--- src/rtl/shifter_pkg.sv ---
// Shared definitions for the shifter arbitration slice.
//   W, SW           : data width and shift-amount width of the shared shifter
//   LAT_DEFAULT     : default shifter latency (sh_* inputs to valid sh_out)
//   NREQ_DEFAULT    : default number of requesters
//   id_w()          : requester-id width, never below 1 bit
//   sh_op_t         : one shifter operation {a, shift, rot}
package shifter_pkg;

  localparam int W            = 32;
  localparam int SW           = 5;
  localparam int LAT_DEFAULT  = 5;
  localparam int NREQ_DEFAULT = 4;

  function automatic int id_w(input int n);
    return (n < 2) ? 1 : $clog2(n);
  endfunction

  typedef struct packed {
    logic [W-1:0]  a;
    logic [SW-1:0] shift;
    logic          rot;
  } sh_op_t;

endpackage

--- src/rtl/rr_arbiter.sv ---
// Round-robin arbiter with a registered last-grant pointer.
//   clk, rst  : clock, synchronous active-high reset
//   req       : request vector
//   advance   : move the pointer to the current winner (asserted on a transfer)
//   grant     : one-hot winner, all zero when idle or in reset
//   grant_id  : binary index of the winner (0 when no grant)
module rr_arbiter
  import shifter_pkg::*;
#(
  parameter int N   = 4,
  parameter int IDW = id_w(N)
) (
  input  logic           clk,
  input  logic           rst,
  input  logic [N-1:0]   req,
  input  logic           advance,
  output logic [N-1:0]   grant,
  output logic [IDW-1:0] grant_id
);

  logic [IDW-1:0] last_q;

  // Scan offsets from far to near so the nearest valid requester after
  // last_q is the final write and therefore the winner.
  always_comb begin
    logic [IDW-1:0] sel;
    sel      = '0;
    grant    = '0;
    grant_id = '0;
    if (!rst) begin
      for (int k = N; k >= 1; k--) begin
        sel = IDW'((int'(last_q) + k) % N);
        if (req[sel]) begin
          grant      = '0;
          grant[sel] = 1'b1;
          grant_id   = sel;
        end
      end
    end
  end

  // Pointer resets to N-1 so requester 0 is first in line.
  always_ff @(posedge clk) begin
    if (rst)          last_q <= IDW'(N - 1);
    else if (advance) last_q <= grant_id;
  end

endmodule

--- src/rtl/shifter_arbiter.sv ---
// Shares one external pipelined barrel shifter among NREQ requesters.
//   clk, rst                   : clock, synchronous active-high reset
//   req_valid/req_ready        : per-requester handshake, ready one-hot or zero
//   req_a/req_shift/req_rot    : packed per-requester operands (lane i at [i*W +: W])
//   sh_a/sh_shift/sh_rot       : registered operation driven to the shifter
//   sh_out                     : shifter result, valid LAT cycles after sh_*
//   rsp_valid/rsp_id/rsp_data  : one response per accept, in acceptance order
//   busy                       : any operation in flight
module shifter_arbiter #(
  parameter  int NREQ = shifter_pkg::NREQ_DEFAULT,
  parameter  int W    = shifter_pkg::W,
  parameter  int SW   = shifter_pkg::SW,
  parameter  int LAT  = shifter_pkg::LAT_DEFAULT,
  localparam int IDW  = shifter_pkg::id_w(NREQ)
) (
  input  logic               clk,
  input  logic               rst,
  input  logic [NREQ-1:0]    req_valid,
  output logic [NREQ-1:0]    req_ready,
  input  logic [NREQ*W-1:0]  req_a,
  input  logic [NREQ*SW-1:0] req_shift,
  input  logic [NREQ-1:0]    req_rot,
  output logic [W-1:0]       sh_a,
  output logic [SW-1:0]      sh_shift,
  output logic               sh_rot,
  input  logic [W-1:0]       sh_out,
  output logic               rsp_valid,
  output logic [IDW-1:0]     rsp_id,
  output logic [W-1:0]       rsp_data,
  output logic               busy
);
  import shifter_pkg::*;

  logic [NREQ-1:0] grant;
  logic [IDW-1:0]  grant_id;
  logic            xfer;
  sh_op_t          win_op, issue_q;

  // Stage 0 lines up with the issue register, stage LAT with sh_out.
  logic [LAT:0]          vld_pipe;
  logic [LAT:0][IDW-1:0] id_pipe;

  rr_arbiter #(.N(NREQ), .IDW(IDW)) u_arb (
    .clk      (clk),
    .rst      (rst),
    .req      (req_valid),
    .advance  (xfer),
    .grant    (grant),
    .grant_id (grant_id)
  );

  // Nothing downstream can stall, so any grant is a transfer.
  assign req_ready = grant;
  assign xfer      = |grant;

  always_comb begin
    win_op       = '0;
    win_op.a     = req_a[grant_id*W +: W];
    win_op.shift = req_shift[grant_id*SW +: SW];
    win_op.rot   = req_rot[grant_id];
  end

  always_ff @(posedge clk) begin
    if (rst) begin
      issue_q  <= '0;
      vld_pipe <= '0;
      id_pipe  <= '0;
    end else begin
      if (xfer) issue_q <= win_op;
      vld_pipe <= {vld_pipe[LAT-1:0], xfer};
      id_pipe  <= {id_pipe[LAT-1:0], grant_id};
    end
  end

  assign sh_a     = issue_q.a;
  assign sh_shift = issue_q.shift;
  assign sh_rot   = issue_q.rot;

  assign rsp_valid = vld_pipe[LAT];
  assign rsp_id    = id_pipe[LAT];
  assign rsp_data  = sh_out;
  assign busy      = |vld_pipe;

endmodule

--- config.mk ---
export PLATFORM = sky130hd
export DESIGN_NAME = shifter_arbiter
export DESIGN_NICKNAME = d
export VERILOG_FILES = /design/src/rtl/shifter_pkg.sv /design/src/rtl/rr_arbiter.sv /design/src/rtl/shifter_arbiter.sv
export SDC_FILE = /design/constraint.sdc
export NUM_CORES = 1
export LEC_CHECK = 0
export CORE_UTILIZATION = 31
export DETAILED_ROUTE_END_ITERATION = 8
export GPL_TIMING_DRIVEN = 0
export PLACE_DENSITY = 0.75
export SETUP_SLACK_MARGIN = 0.05
export SYNTH_ARGS = -nofsm -noshare
export SYNTH_HDL_FRONTEND = slang
export SYNTH_HIERARCHICAL = 1
export SYNTH_SLANG_ARGS = --single-unit
--- constraint.sdc ---
create_clock -name clk -period 3.4 [get_ports clk]
set_input_delay 0.68 -clock clk [delete_from_list [all_inputs] [get_ports clk]]
set_output_delay 0.68 -clock clk [all_outputs]
set_load 0.03 [all_outputs]
==> flow_summary_export.csv <==
group,metric,value,unit
status,run_status,"finished, final reports clean",
die,initial_utilization,32.3,%
logic_synthesis,yosysTopAreaCell,"dfxtp_1",
power_and_ir_drop,leakagePower,2.57,nW
place,dpl_cell_area,6150,um2
logic_synthesis,ys.flop_type,"dfxtp_1",
place,dpl.cell_count,664,
die,io_pins,268,
cts,numCtsBuffers,9,
routing,drt_iter0_drc,85,
logic_synthesis,yosysUniqueCellTypes,44,
finish,seqCellArea,1170,um2
finish,fin_util,60.5,%
logic_synthesis,ys_warn_count,6,
routing,wire_per_inst,16.8,um
global_route,grt_pass1_wl,17700,um
min_path,min_path_type,"flop to flop",
finish,final.fill_count,885,
routing,vias_per_cell,4.94,
power_and_ir_drop,seqPwrFrac,20.6,%
finish,multiInputGateArea,2070,um2
logic_synthesis,ys_ff_latch,58,
power_and_ir_drop,p_sw_share,37.3,%
finish,fin_nets,743,
cts,cts_tree,"yes",
power_and_ir_drop,power.clock.fraction,19.8,%
place,place_hpwl,9130,um
power_and_ir_drop,pwr_density_cell,699,nW/um2
routing,vias,3421,
cts,clock_latency,0.32,ns
global_route,antenna_found_initial,0,
critical_path,path_class,"flop to flop",
sta,tightest_slew,0.670,ns
power_and_ir_drop,vdd_ir_drop_max,0.350,mV
logic_synthesis,synth_cells,291,
cts,cts_root_buf,"clkbuf_16",
routing,wl_met2,6410,um
cts,cts_hold_buf,0,
critical_path,critPathLaunchType,"flop",
place,gp_congestion,0.803,
run,drv_cap,0,
cts,clkSinkCount,58,
sta,rsz0062_at_grt,"true",
die,dieArea,11900,um2
die,rows,38,
die,die_w,109,um
sta,fin_ws,0.0315,ns
finish,drive_gt1_share,27.9,%
sta,slew_violations,0,
power_and_ir_drop,pwr-share-comb,59.6,%
routing,top_layer_used,"met4",
sta,max_freq,0.297,GHz
sta,hold_viol_final,0,
logic_synthesis,ys_seq_area_share,32.6,%
logic_synthesis,syn_nets,487,
sta,max_slew_margin,55.3,%
sta,finalCriticalPeriod,3.37,ns
routing,antenna_left,0,
global_route,grt_pass1_vias,3621,
die,die_y,109,um
logic_synthesis,async_reset_ff_share,0,%
finish,final_cells,692,
logic_synthesis,syn_avg_cell_area,12.3,um2
sta,setup_viol,0,
global_route,grt_use_total,19.5,%
place,pre_cts_ws,-0.617,ns
power_and_ir_drop,p_int,2.93,mW
critical_path,critPathMaxFanout,6,
routing,m1WireLength,4220,um
routing,wirelength,11600,um
finish,syn_to_final_growth,87.2,%
critical_path,arrival,3.57,ns
sta,fin_skew,0.00900,ns
routing,wl_met3,850,um
critical_path,required,3.60,ns
die,core_area,11000,um2
global_route,grt_remaining_overflow,0,
critical_path,cp-end-kind,"flop",
logic_synthesis,netlist_area,3570,um2
sta,final.setup.tns,0,ns
finish,diodes,0,
cts,cts.path.max_buffers,2,
logic_synthesis,synth_area_leaders,"dfxtp_1 (33%), mux4_2 (25%), a22o_1 (9.3%), buf_4 (8.0%), nor2b_1 (3.0%)",
power_and_ir_drop,switching_power,1.74,mW
place,io_buffers,233,
finish,stdcell_area,6680,um2
routing,drtPass1Iterations,4,
logic_synthesis,synth_edf_count,0,
routing,remaining_drc_errors,0,
logic_synthesis,synthDominantCellAreaShare,32.6,%
global_route,grt_max_degree,12,
cts,path_clk_slew,0.05,ns
sta,fin_crit_sh,99.1,%
cts,cts_max_level,3,
-- power by group through the flow --
stage,clock (mW),combinational (mW),sequential (mW)
6_report,0.923,2.78,0.963
2_1_floorplan,0,1.41,1.24
5_1_grt,0.986,2.97,0.985
4_1_cts,0.949,2.64,0.958
3_5_place_dp,0,2.53,0.975
3_3_place_gp,0,2.48,0.970
-- cell usage in the layout, fill, tap and decap left out, drive strengths merged, types with 2 or more instances in the layout --
master / n
ha: 6
o21bai: 4
clkdlybuf4s50: 228
o2bb2ai: 4
nor2: 4
a21oi: 5
dfxtp: 58
clkinv: 2
a22o: 38
buf: 65
clkbuf: 21
mux2i: 5
a2111oi: 3
nand2: 5
o221ai: 2
nor2b: 18
o22ai: 6
and3: 4
clkdlybuf4s15: 2
nand2b: 4
a31o: 2
nor3b: 2
mux4: 39
inv: 4
mux2: 5
a221oi: 2
-- per-layer routing --
layer	vias up	GRT usage, %
li1	1615	-
met1	1640	20.2
met5	-	0
met4	0	6.19
met2	158	37.7
met3	8	5.08
-- layout make-up --
class | count | area share [%]
clock buffer | 13 | 4.05
sequential | 58 | 17.5
clock inverter | 3 | 0.693
timing repair buffer | 247 | 36.8
tap | 140 | 2.62
buffer | 58 | 6.86
inverter | 5 | 0.543
multi-input combinational | 168 | 30.9
-- kinds of logic (layout without fill, tap and decap cells) --
| family | count (synthesis) | count (layout) | share of synthesized area (%) |
|---|---|---|---|
| compound gates | 72 | 72 | 17.4 |
| fa+ha+maj | 6 | 6 | 2.11 |
| buf+inv | 65 | 326 | 12.8 |
| flops | 58 | 58 | 32.6 |
| mux | 49 | 49 | 28.2 |
| simple gates | 41 | 41 | 6.95 |
-- path summary, 6_finish.rpt --
kind	from	endpoint	slack (ns)	depth (start not counted)
setup / recovery	u_arb/last_q[0]	sh_a[14]	0.03	13
hold / removal	id_pipe[3]	id_pipe[5]	0.44	1
setup reg to reg	u_arb/last_q[0]	sh_a[14]	0.03	13
hold reg to reg	id_pipe[3]	id_pipe[5]	0.44	1
-- stage by stage --
stage	power, mW	hold slack [ns]
after floorplan	2.65	0.414
after global placement	3.45	0.417
after detailed placement	3.51	0.430
after CTS	4.55	0.440
after global routing	4.94	0.451
final	4.67	0.436
-- critical path: stages (launching register included) --
cell	delay, ns
dfxtp_4	0.37
buf_8	0.11
inv_6	0.04
ha_4	0.26
buf_8	0.12
mux4_2	0.55
a31o_1	0.24
a221oi_4	0.27
o2bb2ai_4	0.10
or4_4	0.52
nor2b_4	0.17
buf_6	0.16
clkbuf_16	0.15
a22o_1	0.19
-- flip-flops by register name, summed over array words and instances, names as in the netlist --
signal and flops:
vld_pipe 6, sh_rot 1, sh_shift 5, u_arb/last_q 2
sh_a 32, rsp_id 2, id_pipe 10
-- synthesized netlist by cell type (5+ instances only) --
library cell,n
a21oi_1,5
buf_6,7
mux4_2,39
o22ai_1,6
buf_2,7
a22o_1,38
ha_1,6
buf_4,38
nor2b_1,17
clkbuf_1,6
nand2_1,5
dfxtp_1,58
-- repair_timing --
item,CTS,global route
pin swaps,4,9
setup endpoints to repair,43,37
setup buffers,5,7
cloned,1,1
gates resized for setup,33,10
No activity file was read; power rests on OpenSTA's default activity.
==> RTL edit: new RTL, same settings <==
Change the package constant `SW` from 5 to 6.
--- a/src/rtl/shifter_pkg.sv
+++ b/src/rtl/shifter_pkg.sv
@@ -7,7 +7,7 @@
 package shifter_pkg;
 
   localparam int W            = 32;
-  localparam int SW           = 5;
+  localparam int SW           = 6;
   localparam int LAT_DEFAULT  = 5;
   localparam int NREQ_DEFAULT = 4;
 
Ports: changed (resized req_shift and sh_shift); port bits go from 268 to 273. The function was not compared with the original's and may differ.
==> RTL edit against the unedited design <==
Final area increased by 1.9%. Via count rose by 1.4%. Routed wire length is 5.4% higher. Power grew 1.8%. Critical path type unchanged. Count of clock-buffer cells in the layout down 4. Die area rose by 2.1%. Final cell count rose by 2.3%. Clock skew shrank 0.0032 ns. Sequential cell count is 1 higher. Area after synthesis is 2.1% higher. Largest power group unchanged. Synthesized cell count grew 1.7%. Highest routed layer unchanged. Combinational power rose by 4%. Setup slack gained 0.11 ns.
==> RTL edit: results <==
[power]
comb_power_mw = 2.88
power_frac_clock = 0.188
switching_share = 0.379
power.leakage_nw = 2.62

[logic_synthesis]
ys_types = 46
synth_fp_nets = 496
ys_seq_area_frac = 0.324
synth.area.mux_share = 0.282
yosys-top-cells-area = dfxtp_1 (32%), mux4_2 (25%), a22o_1 (9.4%), buf_4 (7.4%), nor2b_1 (2.9%)
syn_inst = 296
synthAdderAreaFrac = 0.0206
yosys-top-cells-count = dfxtp_1 (59), mux4_2 (40), a22o_1 (39), buf_4 (36), nor2b_1 (17)

[placed_design]
place_congestion = 0.875
port-buffer-count = 237
hpwl_um = 9910
pre_cts_ws_ns = -0.395
dp.cells = 676

[routing]
viasPerCell = 4.90
wl_per_cell_um = 17.3
drtIter0Drc = 86

[run_status]
outcome = finished, final reports clean

[layout]
drive_gt1_frac = 0.281
antenna_cells = 0
nets = 760

[global_routing]
grt_pass1_vias = 3433
use_met2 = 0.349
grtUsageMet3 = 0.0594
grt_use_met1 = 0.220
grt_usage = 0.194
grt_pass1_wl_um = 17600

[timing]
skew_ns = 0.00581
tightest_slew_ns = 0.678

[setup_path]
cp_max_fo = 9
max_stage_delay_ns = 0.57
[RTL edit: through the flow]
| step | instance area, µm² | hold WS (ns) | total power [mW] |
|---|---|---|---|
| 6_report | 6800 | 0.430 | 4.75 |
| 5_1_grt | 6800 | 0.450 | 5.02 |
| 4_1_cts | 6740 | 0.432 | 4.70 |
| 3_5_place_dp | 6250 | 0.420 | 3.56 |
| 3_3_place_gp | 6250 | 0.416 | 3.52 |
| 2_1_floorplan | 3700 | 0.414 | 2.70 |
[RTL edit: final cells by class]
type                       count  area, µm²  area share
timing repair buffer         257       2550       0.376
multi-input combinational    170       2100       0.308
sequential                    59       1190       0.174
buffer                        58        457      0.0671
clock buffer                   9        225      0.0331
tap                          143        179      0.0263
clock inverter                 7       75.1      0.0110
inverter                       5       28.8     0.00423
[RTL edit: final timing paths]
| path | from | to | slack [ns] | cells after the start |
|---|---|---|---|---|
| worst max-delay path | u_arb/last_q[1] | sh_shift[5] | 0.15 | 12 |
| worst min-delay path | id_pipe[9] | rsp_id[1] | 0.43 | 1 |
| worst max register to register | u_arb/last_q[1] | sh_shift[5] | 0.15 | 12 |
| worst min register to register | id_pipe[9] | rsp_id[1] | 0.43 | 1 |
[RTL edit: what timing repair did]
action | 4_1_cts | 5_1_grt
endpoints found under the setup margin | 44 | 42
pin swaps | 4 | 9
setup buffers | 9 | 7
gates resized for setup | 38 | 11
gates cloned | 2 | 2
[RTL edit: layer usage]
| metal | vias up | share of wire |
|---|---|---|
| li1 | 1654 | - |
| met1 | 1642 | 0.37 |
| met2 | 156 | 0.54 |
| met3 | 17 | 0.080 |
| met4 | 0 | 0.015 |
| met5 | - | 0 |
